$ cat src/rtl/cpu_pkg.sv
// Shared CPU definitions: datapath widths, ALU operation codes and the forwarding-source select.
package cpu_pkg;

    localparam int XLEN   = 32;
    localparam int REG_AW = 5;

    localparam logic [3:0] ALU_AND = 4'b0000;
    localparam logic [3:0] ALU_OR  = 4'b0001;
    localparam logic [3:0] ALU_ADD = 4'b0010;
    localparam logic [3:0] ALU_SUB = 4'b0110;
    localparam logic [3:0] ALU_SLL = 4'b1000;
    localparam logic [3:0] ALU_SRL = 4'b1001;
    localparam logic [3:0] ALU_SRA = 4'b1011;

    typedef enum logic [1:0] {
        FWD_RF,
        FWD_EXMEM,
        FWD_MEMWB
    } fwd_sel_t;

    // Contents of the ID/EX pipeline register; an all-zero value is a bubble.
    typedef struct packed {
        logic              valid;
        logic [REG_AW-1:0] rd;
        logic [REG_AW-1:0] rs1;
        logic [REG_AW-1:0] rs2;
        logic [XLEN-1:0]   rs1Data;
        logic [XLEN-1:0]   rs2Data;
        logic [XLEN-1:0]   imm;
        logic              aluSrc;
        logic [3:0]        aluCtrl;
        logic              regWrite;
        logic              memRead;
        logic              memWrite;
        logic              memToReg;
    } idex_t;

    function automatic logic isShift(input logic [3:0] op);
        return (op == ALU_SLL) || (op == ALU_SRL) || (op == ALU_SRA);
    endfunction

endpackage

$ cat src/rtl/id_ex_if.sv
// Bundle between decode/bypass sources and the ID/EX stage; the stage uses the slave modport.
interface id_ex_if;
    import cpu_pkg::*;

    logic              id_valid;
    logic [REG_AW-1:0] id_rs1;
    logic [REG_AW-1:0] id_rs2;
    logic              id_uses_rs2;
    logic [REG_AW-1:0] id_rd;
    logic [XLEN-1:0]   id_rs1_data;
    logic [XLEN-1:0]   id_rs2_data;
    logic [XLEN-1:0]   id_imm;
    logic              id_alusrc;
    logic [3:0]        id_alu_ctrl;
    logic              id_regwrite;
    logic              id_memread;
    logic              id_memwrite;
    logic              id_memtoreg;
    logic              stall_in;
    logic              flush;
    logic              exmem_regwrite;
    logic [REG_AW-1:0] exmem_rd;
    logic [XLEN-1:0]   exmem_result;
    logic              memwb_regwrite;
    logic [REG_AW-1:0] memwb_rd;
    logic [XLEN-1:0]   memwb_result;

    logic [XLEN-1:0]   alu_a;
    logic [XLEN-1:0]   alu_b;
    logic [3:0]        alu_ctrl;
    logic [XLEN-1:0]   ex_store_data;
    logic              ex_valid;
    logic [REG_AW-1:0] ex_rd;
    logic              ex_regwrite;
    logic              ex_memread;
    logic              ex_memwrite;
    logic              ex_memtoreg;
    logic              load_use_stall;

    modport master (
        output id_valid, id_rs1, id_rs2, id_uses_rs2, id_rd, id_rs1_data, id_rs2_data, id_imm,
               id_alusrc, id_alu_ctrl, id_regwrite, id_memread, id_memwrite, id_memtoreg,
               stall_in, flush, exmem_regwrite, exmem_rd, exmem_result,
               memwb_regwrite, memwb_rd, memwb_result,
        input  alu_a, alu_b, alu_ctrl, ex_store_data, ex_valid, ex_rd, ex_regwrite,
               ex_memread, ex_memwrite, ex_memtoreg, load_use_stall
    );

    modport slave (
        input  id_valid, id_rs1, id_rs2, id_uses_rs2, id_rd, id_rs1_data, id_rs2_data, id_imm,
               id_alusrc, id_alu_ctrl, id_regwrite, id_memread, id_memwrite, id_memtoreg,
               stall_in, flush, exmem_regwrite, exmem_rd, exmem_result,
               memwb_regwrite, memwb_rd, memwb_result,
        output alu_a, alu_b, alu_ctrl, ex_store_data, ex_valid, ex_rd, ex_regwrite,
               ex_memread, ex_memwrite, ex_memtoreg, load_use_stall
    );

endinterface

$ cat src/rtl/forward_unit.sv
// Chooses the bypass source for each EX operand; EX/MEM is newer than MEM/WB so it wins.
module forward_unit
    import cpu_pkg::*;
(
    input  logic [REG_AW-1:0] ex_rs1_i,
    input  logic [REG_AW-1:0] ex_rs2_i,
    input  logic              exmem_regwrite_i,
    input  logic [REG_AW-1:0] exmem_rd_i,
    input  logic              memwb_regwrite_i,
    input  logic [REG_AW-1:0] memwb_rd_i,
    output fwd_sel_t          fwd_a_o,
    output fwd_sel_t          fwd_b_o
);

    // x0 never forwards because a zero destination is excluded before the index compare.
    function automatic fwd_sel_t selectSource(input logic [REG_AW-1:0] rs);
        if (exmem_regwrite_i && (exmem_rd_i != '0) && (exmem_rd_i == rs)) return FWD_EXMEM;
        if (memwb_regwrite_i && (memwb_rd_i != '0) && (memwb_rd_i == rs)) return FWD_MEMWB;
        return FWD_RF;
    endfunction

    always_comb begin
        fwd_a_o = selectSource(ex_rs1_i);
        fwd_b_o = selectSource(ex_rs2_i);
    end

endmodule

$ cat src/rtl/id_ex_stage.sv
// ID/EX pipeline register with EX-side operand forwarding and load-use bubble insertion.
module id_ex_stage
    import cpu_pkg::*;
(
    input  logic    clk,
    input  logic    reset,
    id_ex_if.slave  bus
);

    idex_t           idex_q;
    idex_t           idex_d;
    logic            loadUseStall;
    fwd_sel_t        fwdSelA;
    fwd_sel_t        fwdSelB;
    logic [XLEN-1:0] fwdRs1;
    logic [XLEN-1:0] fwdRs2;
    logic [XLEN-1:0] operandB;

    // A flush or downstream stall already disturbs the instruction, so no extra bubble is needed.
    assign loadUseStall = bus.id_valid && idex_q.valid && idex_q.memRead && (idex_q.rd != '0) &&
                          ((idex_q.rd == bus.id_rs1) || (bus.id_uses_rs2 && (idex_q.rd == bus.id_rs2))) &&
                          !bus.flush && !bus.stall_in;

    always_comb begin
        idex_d = idex_q;
        if (bus.flush) begin
            idex_d = '0;
        end else if (bus.stall_in) begin
            idex_d = idex_q;
        end else if (loadUseStall) begin
            idex_d = '0;
        end else begin
            idex_d = '{valid:    bus.id_valid,
                       rd:       bus.id_rd,
                       rs1:      bus.id_rs1,
                       rs2:      bus.id_rs2,
                       rs1Data:  bus.id_rs1_data,
                       rs2Data:  bus.id_rs2_data,
                       imm:      bus.id_imm,
                       aluSrc:   bus.id_alusrc,
                       aluCtrl:  bus.id_alu_ctrl,
                       regWrite: bus.id_regwrite,
                       memRead:  bus.id_memread,
                       memWrite: bus.id_memwrite,
                       memToReg: bus.id_memtoreg};
        end
    end

    always_ff @(posedge clk) begin
        if (reset) begin
            idex_q <= '0;
        end else begin
            idex_q <= idex_d;
        end
    end

    forward_unit u_forward_unit (
        .ex_rs1_i         (idex_q.rs1),
        .ex_rs2_i         (idex_q.rs2),
        .exmem_regwrite_i (bus.exmem_regwrite),
        .exmem_rd_i       (bus.exmem_rd),
        .memwb_regwrite_i (bus.memwb_regwrite),
        .memwb_rd_i       (bus.memwb_rd),
        .fwd_a_o          (fwdSelA),
        .fwd_b_o          (fwdSelB)
    );

    always_comb begin
        case (fwdSelA)
            FWD_EXMEM: fwdRs1 = bus.exmem_result;
            FWD_MEMWB: fwdRs1 = bus.memwb_result;
            default:   fwdRs1 = idex_q.rs1Data;
        endcase
        case (fwdSelB)
            FWD_EXMEM: fwdRs2 = bus.exmem_result;
            FWD_MEMWB: fwdRs2 = bus.memwb_result;
            default:   fwdRs2 = idex_q.rs2Data;
        endcase
        operandB = idex_q.aluSrc ? idex_q.imm : fwdRs2;
    end

    assign bus.alu_a          = fwdRs1;
    assign bus.alu_b          = isShift(idex_q.aluCtrl) ? {{(XLEN-5){1'b0}}, operandB[4:0]} : operandB;
    assign bus.alu_ctrl       = idex_q.aluCtrl;
    assign bus.ex_store_data  = fwdRs2;
    assign bus.ex_valid       = idex_q.valid;
    assign bus.ex_rd          = idex_q.rd;
    assign bus.ex_regwrite    = idex_q.regWrite;
    assign bus.ex_memread     = idex_q.memRead;
    assign bus.ex_memwrite    = idex_q.memWrite;
    assign bus.ex_memtoreg    = idex_q.memToReg;
    assign bus.load_use_stall = loadUseStall;

endmodule

$ cat src/flat_wrapper.sv
// flat-port wrapper written by rule: the top's interface ports become plain ports
module id_ex_stage_flat import cpu_pkg::*;
  (clk, reset, bus_id_valid, bus_id_rs1, bus_id_rs2, bus_id_uses_rs2, bus_id_rd, bus_id_rs1_data, bus_id_rs2_data, bus_id_imm, bus_id_alusrc, bus_id_alu_ctrl, bus_id_regwrite, bus_id_memread, bus_id_memwrite, bus_id_memtoreg, bus_stall_in, bus_flush, bus_exmem_regwrite, bus_exmem_rd, bus_exmem_result, bus_memwb_regwrite, bus_memwb_rd, bus_memwb_result, bus_alu_a, bus_alu_b, bus_alu_ctrl, bus_ex_store_data, bus_ex_valid, bus_ex_rd, bus_ex_regwrite, bus_ex_memread, bus_ex_memwrite, bus_ex_memtoreg, bus_load_use_stall);
  id_ex_if bus_i ();
  input  logic clk;
  input  logic reset;
  input wire logic [$bits(bus_i.id_valid)-1:0] bus_id_valid;
  input wire logic [$bits(bus_i.id_rs1)-1:0] bus_id_rs1;
  input wire logic [$bits(bus_i.id_rs2)-1:0] bus_id_rs2;
  input wire logic [$bits(bus_i.id_uses_rs2)-1:0] bus_id_uses_rs2;
  input wire logic [$bits(bus_i.id_rd)-1:0] bus_id_rd;
  input wire logic [$bits(bus_i.id_rs1_data)-1:0] bus_id_rs1_data;
  input wire logic [$bits(bus_i.id_rs2_data)-1:0] bus_id_rs2_data;
  input wire logic [$bits(bus_i.id_imm)-1:0] bus_id_imm;
  input wire logic [$bits(bus_i.id_alusrc)-1:0] bus_id_alusrc;
  input wire logic [$bits(bus_i.id_alu_ctrl)-1:0] bus_id_alu_ctrl;
  input wire logic [$bits(bus_i.id_regwrite)-1:0] bus_id_regwrite;
  input wire logic [$bits(bus_i.id_memread)-1:0] bus_id_memread;
  input wire logic [$bits(bus_i.id_memwrite)-1:0] bus_id_memwrite;
  input wire logic [$bits(bus_i.id_memtoreg)-1:0] bus_id_memtoreg;
  input wire logic [$bits(bus_i.stall_in)-1:0] bus_stall_in;
  input wire logic [$bits(bus_i.flush)-1:0] bus_flush;
  input wire logic [$bits(bus_i.exmem_regwrite)-1:0] bus_exmem_regwrite;
  input wire logic [$bits(bus_i.exmem_rd)-1:0] bus_exmem_rd;
  input wire logic [$bits(bus_i.exmem_result)-1:0] bus_exmem_result;
  input wire logic [$bits(bus_i.memwb_regwrite)-1:0] bus_memwb_regwrite;
  input wire logic [$bits(bus_i.memwb_rd)-1:0] bus_memwb_rd;
  input wire logic [$bits(bus_i.memwb_result)-1:0] bus_memwb_result;
  output wire logic [$bits(bus_i.alu_a)-1:0] bus_alu_a;
  output wire logic [$bits(bus_i.alu_b)-1:0] bus_alu_b;
  output wire logic [$bits(bus_i.alu_ctrl)-1:0] bus_alu_ctrl;
  output wire logic [$bits(bus_i.ex_store_data)-1:0] bus_ex_store_data;
  output wire logic [$bits(bus_i.ex_valid)-1:0] bus_ex_valid;
  output wire logic [$bits(bus_i.ex_rd)-1:0] bus_ex_rd;
  output wire logic [$bits(bus_i.ex_regwrite)-1:0] bus_ex_regwrite;
  output wire logic [$bits(bus_i.ex_memread)-1:0] bus_ex_memread;
  output wire logic [$bits(bus_i.ex_memwrite)-1:0] bus_ex_memwrite;
  output wire logic [$bits(bus_i.ex_memtoreg)-1:0] bus_ex_memtoreg;
  output wire logic [$bits(bus_i.load_use_stall)-1:0] bus_load_use_stall;
  assign bus_i.id_valid = bus_id_valid;
  assign bus_i.id_rs1 = bus_id_rs1;
  assign bus_i.id_rs2 = bus_id_rs2;
  assign bus_i.id_uses_rs2 = bus_id_uses_rs2;
  assign bus_i.id_rd = bus_id_rd;
  assign bus_i.id_rs1_data = bus_id_rs1_data;
  assign bus_i.id_rs2_data = bus_id_rs2_data;
  assign bus_i.id_imm = bus_id_imm;
  assign bus_i.id_alusrc = bus_id_alusrc;
  assign bus_i.id_alu_ctrl = bus_id_alu_ctrl;
  assign bus_i.id_regwrite = bus_id_regwrite;
  assign bus_i.id_memread = bus_id_memread;
  assign bus_i.id_memwrite = bus_id_memwrite;
  assign bus_i.id_memtoreg = bus_id_memtoreg;
  assign bus_i.stall_in = bus_stall_in;
  assign bus_i.flush = bus_flush;
  assign bus_i.exmem_regwrite = bus_exmem_regwrite;
  assign bus_i.exmem_rd = bus_exmem_rd;
  assign bus_i.exmem_result = bus_exmem_result;
  assign bus_i.memwb_regwrite = bus_memwb_regwrite;
  assign bus_i.memwb_rd = bus_memwb_rd;
  assign bus_i.memwb_result = bus_memwb_result;
  assign bus_alu_a = bus_i.alu_a;
  assign bus_alu_b = bus_i.alu_b;
  assign bus_alu_ctrl = bus_i.alu_ctrl;
  assign bus_ex_store_data = bus_i.ex_store_data;
  assign bus_ex_valid = bus_i.ex_valid;
  assign bus_ex_rd = bus_i.ex_rd;
  assign bus_ex_regwrite = bus_i.ex_regwrite;
  assign bus_ex_memread = bus_i.ex_memread;
  assign bus_ex_memwrite = bus_i.ex_memwrite;
  assign bus_ex_memtoreg = bus_i.ex_memtoreg;
  assign bus_load_use_stall = bus_i.load_use_stall;
  id_ex_stage u_core (.clk(clk), .reset(reset), .bus(bus_i));
endmodule
$ cat config.mk
export PLATFORM = sky130hd
export DESIGN_NAME = id_ex_stage_flat
export DESIGN_NICKNAME = d
export VERILOG_FILES = /design/src/rtl/cpu_pkg.sv /design/src/rtl/id_ex_if.sv /design/src/rtl/forward_unit.sv /design/src/rtl/id_ex_stage.sv /design/src/flat_wrapper.sv
export SDC_FILE = /design/constraint.sdc
export NUM_CORES = 1
export LEC_CHECK = 0
export CAP_MARGIN = 30
export CORE_AREA = 2 2 126 128
export DETAILED_ROUTE_END_ITERATION = 8
export DIE_AREA = 0 0 128 130
export MAX_ROUTING_LAYER = met4
export PLACE_DENSITY = 0.8
export SLEW_MARGIN = 20
export SYNTH_ARGS = -nofsm -noshare
export SYNTH_HDL_FRONTEND = slang
export SYNTH_SLANG_ARGS = --single-unit
export TNS_END_PERCENT = 20
$ cat constraint.sdc
create_clock -name clk -period 3.1 [get_ports clk]
set_clock_uncertainty 0.1 [all_clocks]
set_input_delay 0.62 -clock clk [delete_from_list [all_inputs] [get_ports clk]]
set_output_delay 0.62 -clock clk [all_outputs]
set_load 0.02 [all_outputs]
Word-level counts from Yosys, hierarchy flattened
Index checks and enable logic that the tools add are counted.
- muxes and demuxes: 19
- reduce and logical (&&, ||, !) cells: 22
- equal/unequal tests: 13
- operator list (kind ; count):
    $pmux W32 S2 ; 2
    $mux W121 ; 1
    $mux W32 ; 2
    $eq A5 B5 Y1 ; 6
    $mux W2 ; 8
    $reduce_bool A5 Y1 ; 3
    $logic_and A1 B1 Y1 ; 13
    $eq A4 B4 Y1 const B ; 3
    $mux W1 ; 6
    $eq A2 B1 Y1 const B ; 2
    $eq A2 B2 Y1 const B ; 2
    $logic_or A1 B1 Y1 ; 3
    $logic_not A1 Y1 ; 2
    $reduce_or A2 Y1 ; 1
- bits in registers: 121
- logic and storage cells: 67
- output and inout port bits: 111
- bits of input ports: 202

Logic depth before layout (Yosys ltp)
Gate-level depths: netlist (run 1).
- word-level depth: 11
- mapped depth: 8
- depth with buffers taken out: 5

By module
A second synthesis (run 1) with hierarchy kept.
- cells, all modules: 907
- area total of the unflattened synthesis: 7029.2 µm²
- modules (own cells, without submodules) (module ; area an instance (µm²) ; cells each ; seq. area each (µm²) ; times used):
    id_ex_stage ; 6759.0 ; 873 ; 2422.3 ; 1
    forward_unit ; 270.3 ; 34 ; 0.0 ; 1

Worst setup path before layout (run 1)
OpenSTA, ideal clock, no wires.
- path type: input to output
- from: input port bus_memwb_rd[1]
- to: output port bus_alu_b[2]
- stages: 7
- data required time: 2.380 ns
- arrival: 2.550 ns
- buffers on the path: 2
- slack: -0.170 ns
- cells stage by stage: or4_1 o21a_1 and4_1 clkbuf_1 buf_2 mux2i_1 a221oi_1
- longest elaborated chain between the ends: 11
- elaborated cells between the ends (all ways): 14
- those cells by class: eq/ne: 3; mux: 8; reduce/logical: 3
- ends and longest elaborated chain (what ; RTL line ; text):
    from (decl) ; flat_wrapper.sv:27 ; input wire logic [$bits(bus_i.memwb_rd)-1:0] bus_memwb_rd;
    $reduce_bool A5 Y1 ; forward_unit.sv:18 ; if (memwb_regwrite_i && (memwb_rd_i != '0) && (memwb_rd_i == rs)) return FWD_MEMWB;
    $logic_and A1 B1 Y1 ; forward_unit.sv:18 ;
    $logic_and A1 B1 Y1 (*) ; forward_unit.sv:18 ;
    $mux W1 (2 in a row) ; forward_unit.sv:18 ;
    $mux W2 (*) ; forward_unit.sv:19 ; return FWD_RF;
    $mux W2 (*) ; forward_unit.sv:18 ;
    $eq A2 B2 Y1 or $eq A2 B1 Y1 (tied branches) ; id_ex_stage.sv:74 ; case (fwdSelB)
    $pmux W32 S2 (*) ; id_ex_stage.sv:74 ;
    $mux W32 (*) ; id_ex_stage.sv:79 ; operandB = idex_q.aluSrc ? idex_q.imm : fwdRs2;
    $mux W32 (*) ; id_ex_stage.sv:83 ; assign bus.alu_b = isShift(idex_q.aluCtrl) ? {{(XLEN-5){1'b0}}, operandB[4:0]} : operandB;
    to (decl) ; flat_wrapper.sv:30 ; output wire logic [$bits(bus_i.alu_b)-1:0] bus_alu_b;
Mark *: on every way between the ends. The rest lies on a longest branch, timed or not. The select of a mux whose other input is x is not followed.

Final worst setup path (run 1)
Same ends and word-level chain as after synthesis.

==> impl_metrics.py, run 1 <==
metrics = {
    "sta": {
        "final-hold-violation-count": 0,
        "final_period_util": 1.03,
        "final-setup-viol-count": 27,
        "achievable_clock_frequency_mhz": 314,
        "fin_ws_ns": -0.0856,
        "maxSlewViolCount": 0,
        "worst_slew_pin_slew_ns": 0.481,
        "fin_crit_ns": 3.19,
        "rsz0062_at_grt": "true",
        "max_slew_margin": 0.679,
    },
    "synthesis": {
        "post-synth-top-area-fraction": 0.403,
        "synth.distinct_cells": 31,
        "synth_enable_flop_cells": 0,
        "syn_inst": 657,
        "synth_top_cells_by_area": "dfxtp_1 (40%), a22o_1 (18%), mux2i_1 (11%), o221ai_1 (3.9%), nand2_1 (3.9%)",
        "yosysSeqAreaShare": 0.403,
        "synth.ff_latch_count": 121,
        "async_reset_ff_frac": 0,
        "ys_dominant_reg_cell": "dfxtp_1",
        "synth_area_leader_cell": "dfxtp_1",
        "post_synth_instance_area_um2": 6010,
        "synth_nets": 859,
        "yosys_warnings": 0,
        "mean_syn_cell_area_um2": 9.15,
    },
    "global_route": {
        "grt_most_used_layer": "met2",
        "grt_max_degree": 75,
        "global_route_wire_length_before_repair_um": 36800,
        "globalRouteMet1Util": 0.357,
        "grtUsageMet2": 0.480,
        "use_met3": 0.0804,
        "initial_antenna_violation_count": 0,
        "number_of_global_route_vias_before_repair": 6599,
        "overflow": 0,
        "grt.total_usage": 0.301,
    },
    "floorplanning": {
        "top_level_ports": 313,
        "die_extent_in_y_um": 130,
        "total_die_area_um2": 16600,
        "die-width_um": 128,
        "placeableCoreArea_um2": 15400,
        "floorplan.rows": 46,
        "start_util": 0.390,
    },
    "clocking": {
        "hold_fix_buffer_count_after_cts": 0,
        "cts_num_sinks": 121,
        "clkTransAtPathRegs_ns": 0.05,
        "cts_htree_levels": 4,
        "clock_tree.buffer_depth": 2,
        "tritoncts_clock_tree": "built",
        "cts_made_buffers": 17,
        "clock_latency_ns": 0.42,
        "cts_root_buf": "clkbuf_16",
    },
    "detailed_routing": {
        "detail-route-antenna-nets": 0,
        "remaining_drc_errors": 0,
        "drtPass1Iterations": 5,
        "post_drt_via_cell_ratio": 5.66,
        "dr_total_vias": 6758,
        "first_iter_violations": 472,
        "route.detailed.wl_per_inst_um": 21.2,
        "route.final.wire_length_um": 25300,
    },
    "setup_path": {
        "timing.critical_path.fanout_max": 7,
        "cp_capture_type": "primary output",
        "required_ns": 2.38,
        "ff2ff_setup_slack_ns": 0.62,
        "crit_path_start_kind": "input port",
        "slowest_delay_ns": 0.51,
        "crit_start": "bus_memwb_rd[1]",
        "slowest_stage": "or4_4",
        "ff2ff_path_depth": 7,
        "r2r_end": "u_core.idex_q[81]$_SDFFE_PP0N_",
        "critical_path.endpoint": "bus_alu_b[2]",
        "crit_family": "simple AND/OR/NAND/NOR gates",
        "worst-endpoint-arrival_ns": 2.47,
        "worstReg2RegStart": "u_core.bus.ex_rd[0]$_SDFFE_PP0N_",
        "path_cells": "buf_6 > or4_4 > o21a_1 > and4_4 > buf_12 > mux2i_4 > a221oi_2 > buf_4",
        "path_class": "input port to primary output",
        "cp.buffers_inverters": 3,
        "critical_path_depth": 8,
    },
    "power_and_ir_drop": {
        "power_density_nw_per_um2": 455,
        "total_power_mw": 4.97,
        "max-vdd-ir-drop_uv": 360,
        "static-leakage-power_nw": 4.38,
    },
    "outcome": {
        "violations": "negative setup slack",
        "status": "complete, but fails checks",
    },
    "worst_hold_path": {
        "timing.hold.worst.class": "flip-flop to flip-flop",
    },
    "finish": {
        "num_antenna_cells": 0,
        "finish.cell_count_without_fillers": 1195,
        "final_layout_size_suffix_gt1_frac": 0.294,
        "layout-area-overhead-vs-synth_pct": 81.9,
        "layout.nets": 1192,
    },
    "job": {
        "maxCapViolCount": 0,
    },
    "place": {
        "place.gp.congestion": 0.946,
        "post-dp-hpwl_um": 17100,
        "place_inst": 1149,
        "io_buffer_count": 312,
    },
}
==> report_power, final <==
group	switching (mW)	leakage [nW]	internal (mW)
registers	0.0393	0.988	1.61
logic	0.389	3.05	0.490
clock network	0.739	0.349	1.71
==> Yosys cell counts, drive strengths merged, types with 2 or more instances <==
cell,instances
a21oi,32
a221oi,5
a22o,121
and4,2
buf,34
clkbuf,32
dfxtp,121
inv,32
mux2i,64
nand2,62
nand3,3
nor2,34
nor2b,3
nor3,8
nor3b,2
o21ai,33
o221ai,27
or4,4
xnor2,20
xor2,10
==> layer usage <==
metal / vias to the layer above / share of wire / wire length [µm]
li1: 3098 / - / -
met1: 3231 / 0.40 / 10200
met2: 357 / 0.48 / 12300
met3: 72 / 0.073 / 1840
met4: 0 / 0.039 / 983
met5: - / 0 / 0
==> cells by family (layout without fill, tap and decap cells) <==
group | count (synthesis) | count (layout) | share of synthesized area
DFF | 121 | 121 | 0.403
and+or+nand+nor | 123 | 123 | 0.0893
buffers and inverters | 98 | 444 | 0.0759
AOI/OAI and AO/OA | 221 | 221 | 0.282
xor gates and xnor gates | 30 | 30 | 0.0437
muxes | 64 | 64 | 0.107
==> registers in the layout, indices dropped and copies added, names as in the netlist <==
register and flops:
u_core.bus.alu_ctrl 4, u_core.bus.ex_memread 1, u_core.bus.ex_memtoreg 1, u_core.bus.ex_memwrite 1, u_core.bus.ex_rd 5, u_core.bus.ex_regwrite 1
u_core.bus.ex_valid 1, u_core.idex_q 107
==> worst min path at each step <==
| stage | startpoint | end | slack, ns | cells past startpoint |
|---|---|---|---|---|
| floorplan | u_core.idex_q[100]$_SDFFE_PP0N_ | u_core.idex_q[100]$_SDFFE_PP0N_ | 0.34 | 1 |
| global placement | u_core.idex_q[51]$_SDFFE_PP0N_ | u_core.idex_q[51]$_SDFFE_PP0N_ | 0.35 | 1 |
| detailed placement | u_core.idex_q[72]$_SDFFE_PP0N_ | u_core.idex_q[72]$_SDFFE_PP0N_ | 0.35 | 1 |
| CTS | u_core.idex_q[95]$_SDFFE_PP0N_ | u_core.idex_q[95]$_SDFFE_PP0N_ | 0.38 | 1 |
| global route | u_core.idex_q[14]$_SDFFE_PP0N_ | u_core.idex_q[14]$_SDFFE_PP0N_ | 0.38 | 1 |
| finish | u_core.idex_q[40]$_SDFFE_PP0N_ | u_core.idex_q[40]$_SDFFE_PP0N_ | 0.37 | 1 |
==> layout by cell type (no fill, tap or decap), types with 2 or more instances in the layout <==
master / synthesis / layout
clkdlybuf4s50_1: 0 / 204
a22o_1: 121 / 121
dfxtp_1: 121 / 117
buf_4: 19 / 101
nand2_1: 62 / 61
nor2_1: 34 / 34
mux2i_1: 64 / 33
inv_1: 32 / 32
buf_2: 14 / 27
o21ai_1: 1 / 24
mux2i_4: 0 / 21
buf_6: 0 / 21
xnor2_1: 20 / 20
a21oi_1: 32 / 20
o221ai_2: 0 / 19
clkbuf_16: 0 / 18
buf_12: 0 / 18
a21oi_2: 0 / 12
xor2_1: 10 / 10
mux2i_2: 0 / 10
bufinv_16: 0 / 8
nor3_1: 8 / 6
o21ai_0: 32 / 6
o221ai_1: 27 / 6
a221oi_2: 0 / 5
dfxtp_2: 0 / 4
or4_4: 0 / 3
o21ai_2: 0 / 3
nand3_1: 3 / 3
clkinv_2: 0 / 3
and4_4: 0 / 2
nor3_2: 0 / 2
o221ai_4: 0 / 2
clkinvlp_4: 0 / 2
clkbuf_8: 0 / 2
dlygate4sd2_1: 0 / 2
buf_8: 0 / 2
==> final cells by class <==
| class | count | area [µm²] |
|---|---|---|
| clock buffers | 19 | 453 |
| flip-flops and latches | 121 | 2430 |
| multi-input cells | 438 | 3750 |
| well taps | 192 | 240 |
| fillers | 1134 | 4490 |
| clock inverters | 13 | 270 |
| inverters | 32 | 120 |
| repair buffers | 380 | 3680 |
==> timing repair <==
item / CTS / global route
setup endpoints to repair: 97 / 96
gates resized for setup: 633 / 93
setup buffers: 11 / 2
pin swaps: 42 / 17
cloned: 5 / 1
==> per-stage QoR <==
stage | utilization | TNS [ns] | setup WS [ns] | area (µm²) | hold slack, ns
2_1_floorplan | - | -0.763 | -0.0283 | 6030 | 0.341
3_3_place_gp | 0.623 | -84.52 | -1.03 | 9610 | 0.355
3_5_place_dp | 0.624 | -88.04 | -1.13 | 9630 | 0.353
4_1_cts | 0.691 | -5.36 | -0.258 | 10700 | 0.375
5_1_grt | 0.709 | -4.72 | -0.158 | 10900 | 0.385
6_report | 0.709 | -0.694 | -0.0856 | 10900 | 0.371
No activity file was read; power rests on OpenSTA's default activity.
==> run 2, diff against run 1 <==
--- a/config.mk
+++ b/config.mk
@@ -9,6 +9,7 @@
 export CORE_AREA = 2 2 126 128
 export DETAILED_ROUTE_END_ITERATION = 8
 export DIE_AREA = 0 0 128 130
+export HOLD_SLACK_MARGIN = 0.15
 export MAX_ROUTING_LAYER = met4
 export PLACE_DENSITY = 0.8
 export SLEW_MARGIN = 20
==> results of run 2 <==
Final layout, timing and power as in run 1 (identical DEF).
